File: config.mk
export PLATFORM = sky130hd
export DESIGN_NAME = uc_tile_ctrl
export DESIGN_NICKNAME = d
export VERILOG_FILES = /design/src/rtl/uc_tile_ctrl.sv
export SDC_FILE = /design/constraint.sdc
export NUM_CORES = 1
export LEC_CHECK = 0
export ABC_AREA = 0
export CORE_UTILIZATION = 41
export DETAILED_ROUTE_END_ITERATION = 16
export PLACE_DENSITY = 0.95
export SLEW_MARGIN = 0
export SYNTH_ARGS = -nofsm -noshare
export SYNTH_HDL_FRONTEND = slang
export SYNTH_SLANG_ARGS = --single-unit
File: constraint.sdc
create_clock -name clk -period 5.8 [get_ports clk]
set_input_delay 1.16 -clock clk [delete_from_list [all_inputs] [get_ports clk]]
set_output_delay 1.16 -clock clk [all_outputs]
set_load 0.01 [all_outputs]
File: src/rtl/uc_tile_ctrl.sv
// Run-control tile for the 8-bit uC core: gates the core clock enable through a
// HALT/RUN/STEP/RUN-TO-BREAK FSM, handles flash loading, output ports and a cycle counter.
module uc_tile_ctrl #(
  parameter int REG_WIDTH     = 32,
  parameter int CSR_IN_WIDTH  = 16,
  parameter int CSR_OUT_WIDTH = 16,
  parameter int PC_WIDTH      = 12,
  parameter int N_OUT_PORTS   = 2,
  parameter int PORT_WIDTH    = 8,
  parameter int CYC_WIDTH     = 16,
  localparam int IDX_WIDTH    = (N_OUT_PORTS > 1) ? $clog2(N_OUT_PORTS) : 1
) (
  input  logic                              clk,
  input  logic                              arst_n,
  input  logic [CSR_IN_WIDTH-1:0]           csr_in,
  input  logic [REG_WIDTH-1:0]              data_reg_a,
  input  logic [REG_WIDTH-1:0]              data_reg_b,
  output logic [REG_WIDTH-1:0]              data_reg_c,
  output logic [CSR_OUT_WIDTH-1:0]          csr_out,
  output logic                              csr_in_re,
  output logic                              csr_out_we,
  output logic                              core_ce,
  input  logic [PC_WIDTH-1:0]               core_pc,
  input  logic                              core_pc_valid,
  input  logic                              core_boot,
  output logic [15:0]                       flash_data,
  output logic                              flash_ready,
  input  logic                              core_out_we,
  input  logic [IDX_WIDTH-1:0]              core_out_idx,
  input  logic [PORT_WIDTH-1:0]             core_out_data,
  output logic [N_OUT_PORTS*PORT_WIDTH-1:0] out_gpio
);

  typedef enum logic [1:0] {
    ST_HALT   = 2'b00,
    ST_RUN    = 2'b01,
    ST_BRK    = 2'b10,
    ST_FL_ACK = 2'b11
  } state_t;

  typedef enum logic [1:0] {
    MODE_HALT = 2'b00,
    MODE_RUN  = 2'b01,
    MODE_STEP = 2'b10,
    MODE_RTB  = 2'b11
  } mode_t;

  state_t                 state_q, state_d;
  mode_t                  mode;
  logic                   step_req, brk_clr, flash_valid, cyc_clr;
  logic                   step_q, flash_q, step_rise, flash_rise;
  logic                   bp_match;
  logic                   flash_capture, step_start, brk_set, brk_release;
  logic                   step_pulse, flash_pulse;
  logic                   brk_hit, running, flash_ack;
  logic                   boot_q;
  logic [PC_WIDTH-1:0]    pc_q;
  logic [CYC_WIDTH-1:0]   cyc_cnt;
  logic                   cyc_sat;
  logic [PORT_WIDTH-1:0]  port_q [N_OUT_PORTS];
  logic                   unused_bits;

  assign mode        = mode_t'(csr_in[1:0]);
  assign step_req    = csr_in[2];
  assign brk_clr     = csr_in[3];
  assign flash_valid = csr_in[4];
  assign cyc_clr     = csr_in[5];

  // Only the low control/data bits are meaningful; the rest are reserved.
  assign unused_bits = ^{csr_in, data_reg_a, data_reg_b};

  assign step_rise  = step_req & ~step_q;
  assign flash_rise = flash_valid & ~flash_q;
  assign bp_match   = (mode == MODE_RTB) & core_pc_valid &
                      (core_pc == data_reg_a[PC_WIDTH-1:0]);
  assign cyc_sat    = &cyc_cnt;

  assign csr_in_re   = 1'b1;
  assign csr_out_we  = 1'b1;
  assign flash_ready = flash_pulse;

  always_ff @(posedge clk or negedge arst_n) begin
    if (!arst_n) begin
      step_q  <= 1'b0;
      flash_q <= 1'b0;
      boot_q  <= 1'b0;
      pc_q    <= '0;
    end else begin
      step_q  <= step_req;
      flash_q <= flash_valid;
      boot_q  <= core_boot;
      pc_q    <= core_pc;
    end
  end

  always_ff @(posedge clk or negedge arst_n) begin
    if (!arst_n) state_q <= ST_HALT;
    else         state_q <= state_d;
  end

  always_comb begin
    state_d       = state_q;
    flash_capture = 1'b0;
    step_start    = 1'b0;
    brk_set       = 1'b0;
    brk_release   = 1'b0;
    case (state_q)
      ST_HALT: begin
        if (flash_rise && core_boot) begin
          flash_capture = 1'b1;
          state_d       = ST_FL_ACK;
        end else if (mode == MODE_RUN || (mode == MODE_RTB && !brk_hit)) begin
          state_d = ST_RUN;
        end else if (mode == MODE_STEP && step_rise) begin
          step_start = 1'b1;
        end
      end
      ST_RUN: begin
        if (bp_match) begin
          brk_set = 1'b1;
          state_d = ST_BRK;
        end else if (mode == MODE_HALT || mode == MODE_STEP) begin
          state_d = ST_HALT;
        end
      end
      // Only an explicit clear leaves a break; mode changes are deliberately ignored.
      ST_BRK: begin
        if (brk_clr) begin
          brk_release = 1'b1;
          state_d     = ST_HALT;
        end
      end
      ST_FL_ACK: begin
        if (!flash_valid) state_d = ST_HALT;
      end
      default: state_d = ST_HALT;
    endcase
  end

  // The breakpoint instruction must not execute, so the enable drops in the matching cycle.
  always_comb begin
    core_ce   = step_pulse | flash_pulse;
    running   = 1'b0;
    flash_ack = 1'b0;
    case (state_q)
      ST_RUN: begin
        running = 1'b1;
        if ((mode == MODE_RUN || mode == MODE_RTB) && !bp_match) core_ce = 1'b1;
      end
      ST_FL_ACK: flash_ack = 1'b1;
      default: ;
    endcase
  end

  always_ff @(posedge clk or negedge arst_n) begin
    if (!arst_n) begin
      step_pulse  <= 1'b0;
      flash_pulse <= 1'b0;
      flash_data  <= '0;
      brk_hit     <= 1'b0;
    end else begin
      step_pulse  <= step_start;
      flash_pulse <= flash_capture;
      if (flash_capture) flash_data <= data_reg_b[15:0];
      if (brk_set)          brk_hit <= 1'b1;
      else if (brk_release) brk_hit <= 1'b0;
    end
  end

  always_ff @(posedge clk or negedge arst_n) begin
    if (!arst_n)              cyc_cnt <= '0;
    else if (cyc_clr)         cyc_cnt <= '0;
    else if (core_ce && !cyc_sat) cyc_cnt <= cyc_cnt + CYC_WIDTH'(1);
  end

  // Writes to indices beyond the implemented ports match no entry and are dropped.
  always_ff @(posedge clk or negedge arst_n) begin
    if (!arst_n) begin
      for (int p = 0; p < N_OUT_PORTS; p++) port_q[p] <= '0;
    end else if (core_out_we && core_ce) begin
      for (int p = 0; p < N_OUT_PORTS; p++) begin
        if (core_out_idx == IDX_WIDTH'(p)) port_q[p] <= core_out_data;
      end
    end
  end

  always_comb begin
    out_gpio = '0;
    for (int p = 0; p < N_OUT_PORTS; p++) begin
      out_gpio[p*PORT_WIDTH +: PORT_WIDTH] = port_q[p];
    end
  end

  always_comb begin
    data_reg_c                   = '0;
    data_reg_c[16 +: CYC_WIDTH]  = cyc_cnt;
    data_reg_c[PC_WIDTH-1:0]     = pc_q;
  end

  always_comb begin
    csr_out      = '0;
    csr_out[0]   = running;
    csr_out[1]   = brk_hit;
    csr_out[2]   = flash_ack;
    csr_out[3]   = boot_q;
    csr_out[4]   = cyc_sat;
    csr_out[6:5] = state_q;
  end

endmodule

==> results of run 1 <==
-- power breakdown --
part / internal, mW / switching, mW
sequential: 0.601 / 0.0838
clock: 0.221 / 0.176
combinational: 0.351 / 0.245
-- placed cells by master (no fill, tap or decap), types with 3 or more instances in the layout --
master           Yosys  final
or4_1                6      6
nor2_1              13     13
nor3_1               5      5
clkbuf_8             0     11
nor2b_1              7      7
o31ai_1              5      5
mux2_2              20     20
dfrtp_1             68     68
nand4_1              7      7
nor4_1               3      3
conb_1               2     15
nand3_1             11     11
xor2_1               3      3
or3_1                6      6
a21oi_1             10     10
xnor2_1              9      9
o21ai_0              5      5
nand2_1             62     62
clkdlybuf4s50_1      0    127
-- layout make-up --
| type | instances | area share (%) |
|---|---|---|
| timing repair buffer | 130 | 27.8 |
| inverter | 3 | 0.243 |
| tap | 99 | 2.67 |
| multi-input combinational | 212 | 28.2 |
| clock buffer | 12 | 3.34 |
| clock inverter | 4 | 1.02 |
| sequential | 68 | 36.7 |
-- sequential cells by signal, summed over array words and instances, names as in the netlist --
register and cells:
flash_data 16, step_pulse 1, state_q 2, pc_q 12
cyc_cnt 16, step_q 1, brk_hit 1, out_gpio 16
flash_ready 1, boot_q 1, flash_q 1
-- routing by layer --
metal	part of all wire [%]	track usage, %	wire [microns]	vias to the layer above
li1	-	-	-	1252
met1	41	22.7	3120	1256
met2	50	33.8	3800	110
met3	6.8	5.16	515	16
met4	2.3	9.68	173	0
met5	0	0	0	-
-- cell families after synthesis --
family / after synthesis
AOI/OAI and AO/OA: 26
xor gates and xnor gates: 12
adders and majority gates: 1
buffers and inverters: 36
DFF: 68
muxes: 22
other: 2
and+or+nand+nor: 136
-- final timing paths --
kind	slack, ns	to	cells past startpoint	startpoint
min in group asynchronous	0.99	cyc_cnt[5]	2	arst_n
min reg2reg	0.48	flash_data[5]	2	flash_data[5]
max in group asynchronous	4.25	cyc_cnt[2]	2	arst_n
max	1.23	core_ce	7	core_pc[10]
max reg2reg	3.54	out_gpio[6]	4	state_q[1]
min	0.48	flash_data[5]	2	flash_data[5]
-- stage by stage --
stage	total power, mW	hold WS, ns	util [%]
floorplan	0.934	0.470	-
global placement	1.26	0.459	60.2
detailed placement	1.29	0.462	60.2
CTS	1.69	0.480	63.0
global route	1.77	0.502	63.0
finish	1.68	0.476	63.0
-- worst register-to-register path: cells and delay by family, from the launching register on --
family          cells  cell delay [ns]
flops               1             0.50
mux                 1             0.35
simple gates        2             1.09
compound gates      1             0.21
==> impl_results.md, run 1 <==
* Grt total ovfl at 0
* Starting DRT DRC Count at 80
* Cell area after synthesis at 3190 sq um
* Post-synth top cells: dfrtp_1, nand2_1, buf_4, mux2_2, nor2_1
* Critical Path, Cell by Cell: clkdlybuf4s50_1, xor2_1, or4_4, nor4_4, buf_4, nor2_1, clkdlybuf4s50_1
* Vias in the first global route at 2709
* Largest stage delay, worst path at 0.56 ns
* Dpl cells at 512
* Fill cell count at 606
* First-pass GRT wire length at roughly 13000 microns
* Syn_area_per_cell at approximately 11 sq um
* Clock Root Buffer: clkbuf_8
* Vias at 2634
* Hold crit path type: reg -> reg
* Share of the synthesized area in the top cell type at 53.4%
* Largest cells by area after synthesis: dfrtp_1, nand2_1, mux2_2, buf_4, xnor2_1
* Arrival @ worst endpoint at 3.41 ns
* Layout Skew at 0.00848 ns
* Drt total wl at 7610 microns
* Least-Margin Pin Slew at 0.831 ns
* Dpl ws at roughly 1.2 ns
* Placed wire-length estimate at 5690 microns
* WS Path Type: in -> out
* Routed WL per cell at roughly 14 microns
* Tcrit/Tclk final at 78.8%
* VDD IR max at 0.229 mV
* Final worst slack at about 1.2 ns
* Die Span Y at 90.2 microns
* Footprint of the multi-input gates at around 1300 sq um
* Worst-Skew Late Latency at about 0.34 ns
* IO Pins at between 150 and 200
* Most common cell in the synthesized netlist: dfrtp_1
* Final Non-Filler Cells at 528
* Remaining DRCs at 0
* CTS buffer count at 9
* Post-synth ARST share at 100%
* Share of cells above drive strength 1 at between 10 and 15%
* Leak at just under 2 nW
* Power per Cell Area at 362 nW/um^2
* # H-tree levels at 3
* Drt pass-1 iters at 4
* Seq cells post-synth at 68
* Synth cell types at 44
* Core Region at 7370 sq um
* Minimum clock period at 4.57 ns
* Dpl cell area at 4440 sq um
* CP max-delay cell: or4_4
* Longest Clk Path Bufs at 2
* Nets at 531
* Highest clock rate at 219 MHz
* Port buffer count at 128
* Post-CTS sizing at 0
* Sequential area share after synthesis at a little over half
* Final number of hold-violating endpoints at 0
* Post-route ant nets at 0
* Setup crit start kind: input pin
* Area leader, netlist: dfrtp_1
* Final Wtd Congestion at 0.848
* Row count at 31
* Fin area at 4640 sq um
* Post-CTS Hold Buffers at 0
* Area growth syn-to-layout at 45.5%
* Syn Inst Count at 303
* Reg area at 1700 sq um
* Clock transition time at the flip-flop clock pins of the worst setup and hold paths at 0.08 ns
* Final TNS setup at 0 ns
* Initial antenna violation count at 0
* Setup bufs post-CTS at 0
* Outcome: finished, final reports clean
* Worst Path Buf+Inv at 3
* Delay-heaviest family, CP: buffers and inverters
* Post-Synth Simple-Gate Area at 22.4%
* Total GRT Usage at around 20%
* Main combinational cell family by area after synthesis: simple AND/OR/NAND/NOR gates
* RSZ-0062 raised after global routing: no
* Post-synth EDFFs at 0
* Adder-cell share of the synthesized area at less than 1%
* Complex-gate fraction of the synthesized area at 4.98%
* # diodes at 0
* Relative slew slack at between 40% and 50%
* Die Wd at 90.2 microns
* Max-Cap Viols at 0
* Mux contribution to synthesized area at 7.89%
* Die area at 8130 sq um
* CTS tree: done
* Post-DR vias/cell at 4.99
* Cell mode on critical path: clkdlybuf4s50_1
* XOR/XNOR Fraction of Synth Area at roughly 3.3%
* Endpoints failing setup at 0
* Initial Utilization at 43.3%
* Dominant synthesized flop cell: dfrtp_1
* Setup crit end kind: output port
* CP max FO at 29
* Final Max Tran Viols at 0
* Largest net degree at the start of global routing at a little under 70
* Worst path required time at 4.64 ns
* Ys Warns at 0
* CTS Sinks at 68
Power figures use the tool's default switching activity.
==> run 2: changes to the inputs <==
--- a/config.mk
+++ b/config.mk
@@ -6,9 +6,9 @@
 export NUM_CORES = 1
 export LEC_CHECK = 0
 export ABC_AREA = 0
-export CORE_UTILIZATION = 41
+export CORE_UTILIZATION = 38
 export DETAILED_ROUTE_END_ITERATION = 16
-export PLACE_DENSITY = 0.95
+export PLACE_DENSITY = 0.92
 export SLEW_MARGIN = 0
 export SYNTH_ARGS = -nofsm -noshare
 export SYNTH_HDL_FRONTEND = slang
==> constraint.sdc (replaced) <==
create_clock -name clk -period 4.5 [get_ports clk]
set_input_delay 0.9 -clock clk [delete_from_list [all_inputs] [get_ports clk]]
set_output_delay 0.9 -clock clk [all_outputs]
set_load 0.01 [all_outputs]
==> run 2 against run 1 <==
- clock power rose by 25%
- core utilization fell by 6.3 points
- critical path type unchanged
- critical path depth fell by 1
- global-route usage fell by 1.1 points
- largest power group unchanged
==> impl_results.md, run 2 (synthesis gave the netlist of run 1 again) <==
* Outcome: finished, final reports clean (unchanged)
* Most common cell after layout, fill and taps aside: clkdlybuf4s50_1 (unchanged)
* Nets at 531 (unchanged)
* Setup bufs post-CTS at 0 (unchanged)
* Core Region at 8180 sq um (was 7370 sq um)
* Clock transition time at the flip-flop clock pins of the worst setup and hold paths at 0.07 ns (was 0.08 ns)
* Minimum clock period at around 3.8 ns
* Largest net degree at the start of global routing at 39 (was 69)
* Total GRT Usage at 18.5% (was 19.7%)
* Commonest cells after routing, fill and taps aside: clkdlybuf4s50_1, dfrtp_1, nand2_1 (unchanged)
* Arrival @ worst endpoint at 2.90 ns (was 3.41 ns)
* Routed WL per cell at 14.4 microns (about the same)
* Layout Skew at 0.00820 ns (was 0.00848 ns)
* First-pass GRT wire length at 12500 microns (was 12700 microns)
* Grt total ovfl at 0 (unchanged)
* Leak at 1.97 nW (about the same)
* Overall Power at 2.14 mW (was 1.68 mW)
* Die Span Y at 93.6 microns (was 90.2 microns)
* Seq pwr share at 41.2% (was 40.8%)
* WS Path Type: in -> out (unchanged)
* Drt total wl at 7640 microns (was 7610 microns)
* Crit path from: core_pc[10] (unchanged)
* Final worst slack at 0.704 ns (was 1.23 ns)
* Setup crit start kind: input pin (unchanged)
* Tcrit/Tclk final at 84.4%
* Switching fraction of total power at 29.5% (was 30.1%)
* Power per Cell Area at 461 nW/um^2 (was 362 nW/um^2)
* Least-Margin Pin Slew at 0.800 ns (was 0.831 ns)
* Remaining DRCs at 0 (unchanged)
* Met3 WL at 612 microns (was 515 microns)
* Relative slew slack at 46.5% (was 44.6%)
* Hold crit path type: reg -> reg (unchanged)
* # H-tree levels at 3 (unchanged)
* Initial antenna violation count at 0 (unchanged)
* Highest clock rate at approximately 260 MHz
* Die area at 8760 sq um (was 8130 sq um)
* Switching Power at 0.630 mW (was 0.505 mW)
* Worst-Skew Late Latency at 0.33 ns (was 0.34 ns)
* Initial Utilization at 39.0% (was 43.3%)
* Final Wtd Congestion at 0.806 (was 0.848)
* Longest Clk Path Bufs at 2 (unchanged)
* CTS buffer count at 9 (unchanged)
* Die Wd at 93.6 microns (was 90.2 microns)
* Dpl ws at 0.683 ns (was 1.23 ns)
* Final TNS setup at 0 ns (unchanged)
* Endpoints failing setup at 0 (unchanged)
* Post-route ant nets at 0 (unchanged)
* M1 WL at 3040 microns (was 3120 microns)
* Final number of hold-violating endpoints at 0 (unchanged)
* RSZ-0062 raised after global routing: no (unchanged)
* Clock Power Share at 23.2% (was 23.6%)
* CTS tree: done (unchanged)
* # diodes at 0 (unchanged)
* Area growth syn-to-layout at 45.4% (was 45.5%)
* Combinational share of power at 35.7% (was 35.5%)
* Max-Cap Viols at 0 (unchanged)
* Fill cell count at 728 (was 606)
* Port buffer count at 128 (unchanged)
* Placed wire-length estimate at 5600 microns (was 5690 microns)
* Post-DR vias/cell at 5.03 (was 4.99)
* Post-CTS Hold Buffers at 0 (unchanged)
* Drt pass-1 iters at 4 (unchanged)
* Setup crit end kind: output port (unchanged)
* Starting DRT DRC Count at 73 (was 80)
* VDD IR max at 0.357 mV (was 0.229 mV)
* CP max FO at 2 (was 29)
* Vias in the first global route at 2683 (was 2709)
* Row count at 33 (was 31)
* CTS Sinks at 68 (unchanged)
* Internal power at 1.51 mW (was 1.17 mW)
* Highest Signal Layer: met4 (unchanged)
* Post-CTS sizing at 0 (unchanged)
* FF-to-FF Start: state_q[1] (unchanged)
* Fin Hold WS at 0.482 ns (was 0.476 ns)
* Worst path required time at 3.60 ns (was 4.64 ns)
* Share of cells above drive strength 1 at 10.8% (was 11.2%)
* DR WL met2 at 3850 microns (was 3800 microns)
* Vias at 2676 (was 2634)
* Final Max Tran Viols at 0 (unchanged)
* IO Pins at 190 (unchanged)
* Clock Root Buffer: clkbuf_8 (unchanged)
* Hold wc startpoint: flash_data[9] (was flash_data[5])
==> run 2: cell type report <==
class	count	area (sq um)	area share, %
sequential	68	1700	36.7
inverter	3	11.3	0.243
multi-input combinational	212	1310	28.2
clock buffer	12	155	3.35
tap	105	131	2.83
clock inverter	2	35.0	0.756
timing repair buffer	130	1290	27.9
==> run 2: worst max-delay path: stages <==
cell and delay, ns:
clkdlybuf4s50_1 0.44, xor2_1 0.16, or4_4 0.56, nor4_4 0.26, nor2_1 0.07, clkdlybuf4s50_1 0.52
==> run 2: final timing paths <==
check,to,slack [ns],depth (start not counted)
max in group asynchronous,flash_data[1],2.91,2
min reg2reg,flash_data[9],0.48,2
min,flash_data[9],0.48,2
max,core_ce,0.70,6
min in group asynchronous,pc_q[6],0.61,1
max reg2reg,out_gpio[6],2.21,4
==> run 2: power groups by stage <==
stage / Clock [mW] / Sequential, mW / Combinational [mW]
after global routing: 0.533 / 0.900 / 0.826
final: 0.495 / 0.879 / 0.762
after CTS: 0.506 / 0.881 / 0.773
after detailed placement: 0 / 0.889 / 0.769
after floorplan: 0 / 0.948 / 0.256
after global placement: 0 / 0.879 / 0.751
==> run 2: per-layer routing <==
| layer | track usage, % | up-vias |
|---|---|---|
| met5 | 0 | - |
| met4 | 8.33 | 0 |
| met3 | 5.77 | 13 |
| met2 | 31.8 | 128 |
| met1 | 21.1 | 1292 |
| li1 | - | 1243 |
==> run 2: metrics by stage <==
step                instances  cell area (sq um)  util [%]
finish                    532               4630      56.7
global route              532               4630      56.7
CTS                       532               4630      56.7
detailed placement        518               4440      54.4
global placement          518               4440      54.4
floorplan                 316               3240         -
==> run 3: changes to the inputs <==
--- a/config.mk
+++ b/config.mk
@@ -6,9 +6,9 @@
 export NUM_CORES = 1
 export LEC_CHECK = 0
 export ABC_AREA = 0
-export CORE_UTILIZATION = 38
+export CORE_UTILIZATION = 34
 export DETAILED_ROUTE_END_ITERATION = 16
-export PLACE_DENSITY = 0.92
+export PLACE_DENSITY = 0.88
 export SLEW_MARGIN = 0
 export SYNTH_ARGS = -nofsm -noshare
 export SYNTH_HDL_FRONTEND = slang
==> constraint.sdc (replaced) <==
create_clock -name clk -period 3.2 [get_ports clk]
set_input_delay 0.64 -clock clk [delete_from_list [all_inputs] [get_ports clk]]
set_output_delay 0.64 -clock clk [all_outputs]
set_load 0.01 [all_outputs]
==> run 3 against run 2 <==
- first-iteration DRC count fell by 9.6%
- core utilization fell by 3.3 points
- non-clock buffer count rose by 4
- critical endpoint unchanged
- flip-flop and latch count did not move
- critical path depth did not move
- via count fell by 1.4%
==> impl_results.md, run 3 (synthesis gave the netlist of run 1 again) <==
* # diodes at 0 (unchanged)
* Share of cells above drive strength 1 at 12.2% (was 10.8%)
* Port buffer count at 128 (unchanged)
* Placed wire-length estimate at 5720 microns (was 5600 microns)
* Total GRT Usage at 17.1% (was 18.5%)
* Setup crit start kind: input pin (unchanged)
* Core Region at 8890 sq um (was 8180 sq um)
* CP max-delay cell: or4_4 (unchanged)
* Area growth syn-to-layout at 48.9% (was 45.4%)
* Endpoints failing setup at 0 (unchanged)
* CP max FO at 2 (unchanged)
* Worst-Skew Late Latency at 0.34 ns (was 0.33 ns)
* Arrival @ worst endpoint at 2.43 ns (was 2.90 ns)
* Die area at 9770 sq um (was 8760 sq um)
* Nets at 535 (was 531)
* Initial antenna violation count at 0 (unchanged)
* Leak at 2.03 nW (was 1.97 nW)
* Vias in the first global route at 2635 (was 2683)
* Vias at 2638 (was 2676)
* Post-route ant nets at 0 (unchanged)
* CTS tree: done (unchanged)
* Power per Cell Area at 686 nW/um^2 (was 461 nW/um^2)
* Worst Path Buf+Inv at 2 (unchanged)
* Delay-heaviest family, CP: simple AND/OR/NAND/NOR gates (was buffers and inverters)
* Starting DRT DRC Count at 66 (was 73)
* Outcome: finished, final reports clean (unchanged)
* Routed WL per cell at 14.6 microns (was 14.4 microns)
* Most common cell after layout, fill and taps aside: clkdlybuf4s50_1 (unchanged)
* Overall Power at 3.25 mW (was 2.14 mW)
* Layout Skew at 0.0121 ns (was 0.00820 ns)
* Die Wd at 98.8 microns (was 93.6 microns)
* Row count at 34 (was 33)
* IO Pins at 190 (unchanged)
* Worst path required time at 2.56 ns (was 3.60 ns)
* Layout Utilization at 53.4% (was 56.7%)
* Highest clock rate at 325 MHz
* Tcrit/Tclk final at 96.0%
* Die Span Y at 98.8 microns (was 93.6 microns)
* Setup bufs post-CTS at 0 (unchanged)
* Setup crit end kind: output port (unchanged)
* VDD IR max at 0.427 mV (was 0.357 mV)
* Relative slew slack at 42.4% (was 46.5%)
* Minimum clock period at 3.07 ns
* RSZ-0062 raised after global routing: no (unchanged)
* First-pass GRT wire length at 13100 microns (was 12500 microns)
* Least-Margin Pin Slew at 0.864 ns (was 0.800 ns)
* Clock Root Buffer: clkbuf_8 (unchanged)
* Clock transition time at the flip-flop clock pins of the worst setup and hold paths at 0.08 ns (was 0.07 ns)
* Final Max Tran Viols at 0 (unchanged)
* Largest stage delay, worst path at 0.56 ns (about the same)
* # H-tree levels at 3 (unchanged)
* Critical Path, Cell by Cell: clkdlybuf4s50_1, xor2_1, or4_4, nor4_4, nor2_1, dlygate4sd2_1 (was clkdlybuf4s50_1, xor2_1, or4_4, nor4_4, nor2_1, clkdlybuf4s50_1)
* Initial Utilization at 35.9% (was 39.0%)
* Drt pass-1 iters at 4 (unchanged)
* Max-Cap Viols at 0 (unchanged)
* Remaining DRCs at 0 (unchanged)
* Hold crit path type: reg -> reg (unchanged)
* WS Path Type: in -> out (unchanged)
* Fill cell count at 772 (was 728)
* Final number of hold-violating endpoints at 0 (unchanged)
* Grt total ovfl at 0 (unchanged)
* Longest Clk Path Bufs at 2 (unchanged)
* Largest net degree at the start of global routing at 69 (was 39)
* Commonest cells after routing, fill and taps aside: clkdlybuf4s50_1, dfrtp_1, nand2_1 (unchanged)
* Drt total wl at 7900 microns (was 7640 microns)
* Post-DR vias/cell at 4.88 (was 5.03)
* Final Wtd Congestion at 0.840 (was 0.806)
* CTS Sinks at 68 (unchanged)
* CTS buffer count at 9 (unchanged)
## run 3: changes by cell type in the layout (fill, tap and decap cells not counted), sizes merged
cell | before | now
buf | 3 | 7
bufinv | 1 | 3
clkbuf | 12 | 13
clkdlybuf4s50 | 127 | 126
clkinv | 2 | 1
dlygate4sd2 | 0 | 1
## run 3: worst paths after layout
kind	from	to	slack, ns	cells after the start
worst min register to register	flash_data[12]	flash_data[12]	0.48	2
worst max register to register	cyc_cnt[1]	cyc_cnt[13]	0.95	6
max in group asynchronous	arst_n	out_gpio[0]	2.13	2
min in group asynchronous	arst_n	pc_q[1]	0.50	2
worst max-delay path	core_pc[10]	core_ce	0.13	6
worst min-delay path	flash_data[12]	flash_data[12]	0.48	2
## run 3: layer usage
| layer | vias to the layer above | wire [microns] | global-route usage [%] |
|---|---|---|---|
| li1 | 1258 | - | - |
| met1 | 1249 | 3290 | 20.3 |
| met2 | 123 | 3940 | 29.6 |
| met3 | 8 | 594 | 6.52 |
| met4 | 0 | 64 | 3.44 |
| met5 | - | 0 | 0 |
## run 3: through the flow
step | setup WS, ns | area (sq um) | cells | hold slack, ns | TNS (ns)
finish | 0.127 | 4750 | 541 | 0.477 | 0
global route | 0.0638 | 4750 | 541 | 0.509 | 0
CTS | 0.114 | 4750 | 541 | 0.484 | 0
detailed placement | -0.0807 | 4480 | 525 | 0.465 | -0.316
global placement | -0.0757 | 4480 | 525 | 0.458 | -0.0757
floorplan | 0.533 | 3240 | 316 | 0.344 | 0
## run 3: timing repair
item / in CTS / in global routing
hold buffers: 0 / 0
endpoints found under the hold margin: 0 / 0
setup endpoints to repair: 1 / 0
gates resized for setup: 1 / 0
## run 3: layout make-up
cell class / count / area, sq um / share of cell area [%]
well taps: 108 / 135 / 2.85
clock buffers: 13 / 179 / 3.77
multi-input cells: 212 / 1310 / 27.6
clock inverters: 3 / 90.1 / 1.90
repair buffers: 134 / 1320 / 27.8
inverters: 3 / 11.3 / 0.237
flip-flops and latches: 68 / 1700 / 35.9
## run 3: worst min-delay path: stages (launching register included)
cell and delay [ns]:
dfrtp_1 0.34, nand2_1 0.05, nand2_1 0.06
## run 3: power breakdown
| group | switching (mW) | leakage [nW] | internal (mW) |
|---|---|---|---|
| combinational | 0.445 | 1.04 | 0.642 |
| clock | 0.326 | 0.136 | 0.604 |
| sequential | 0.148 | 0.855 | 1.09 |
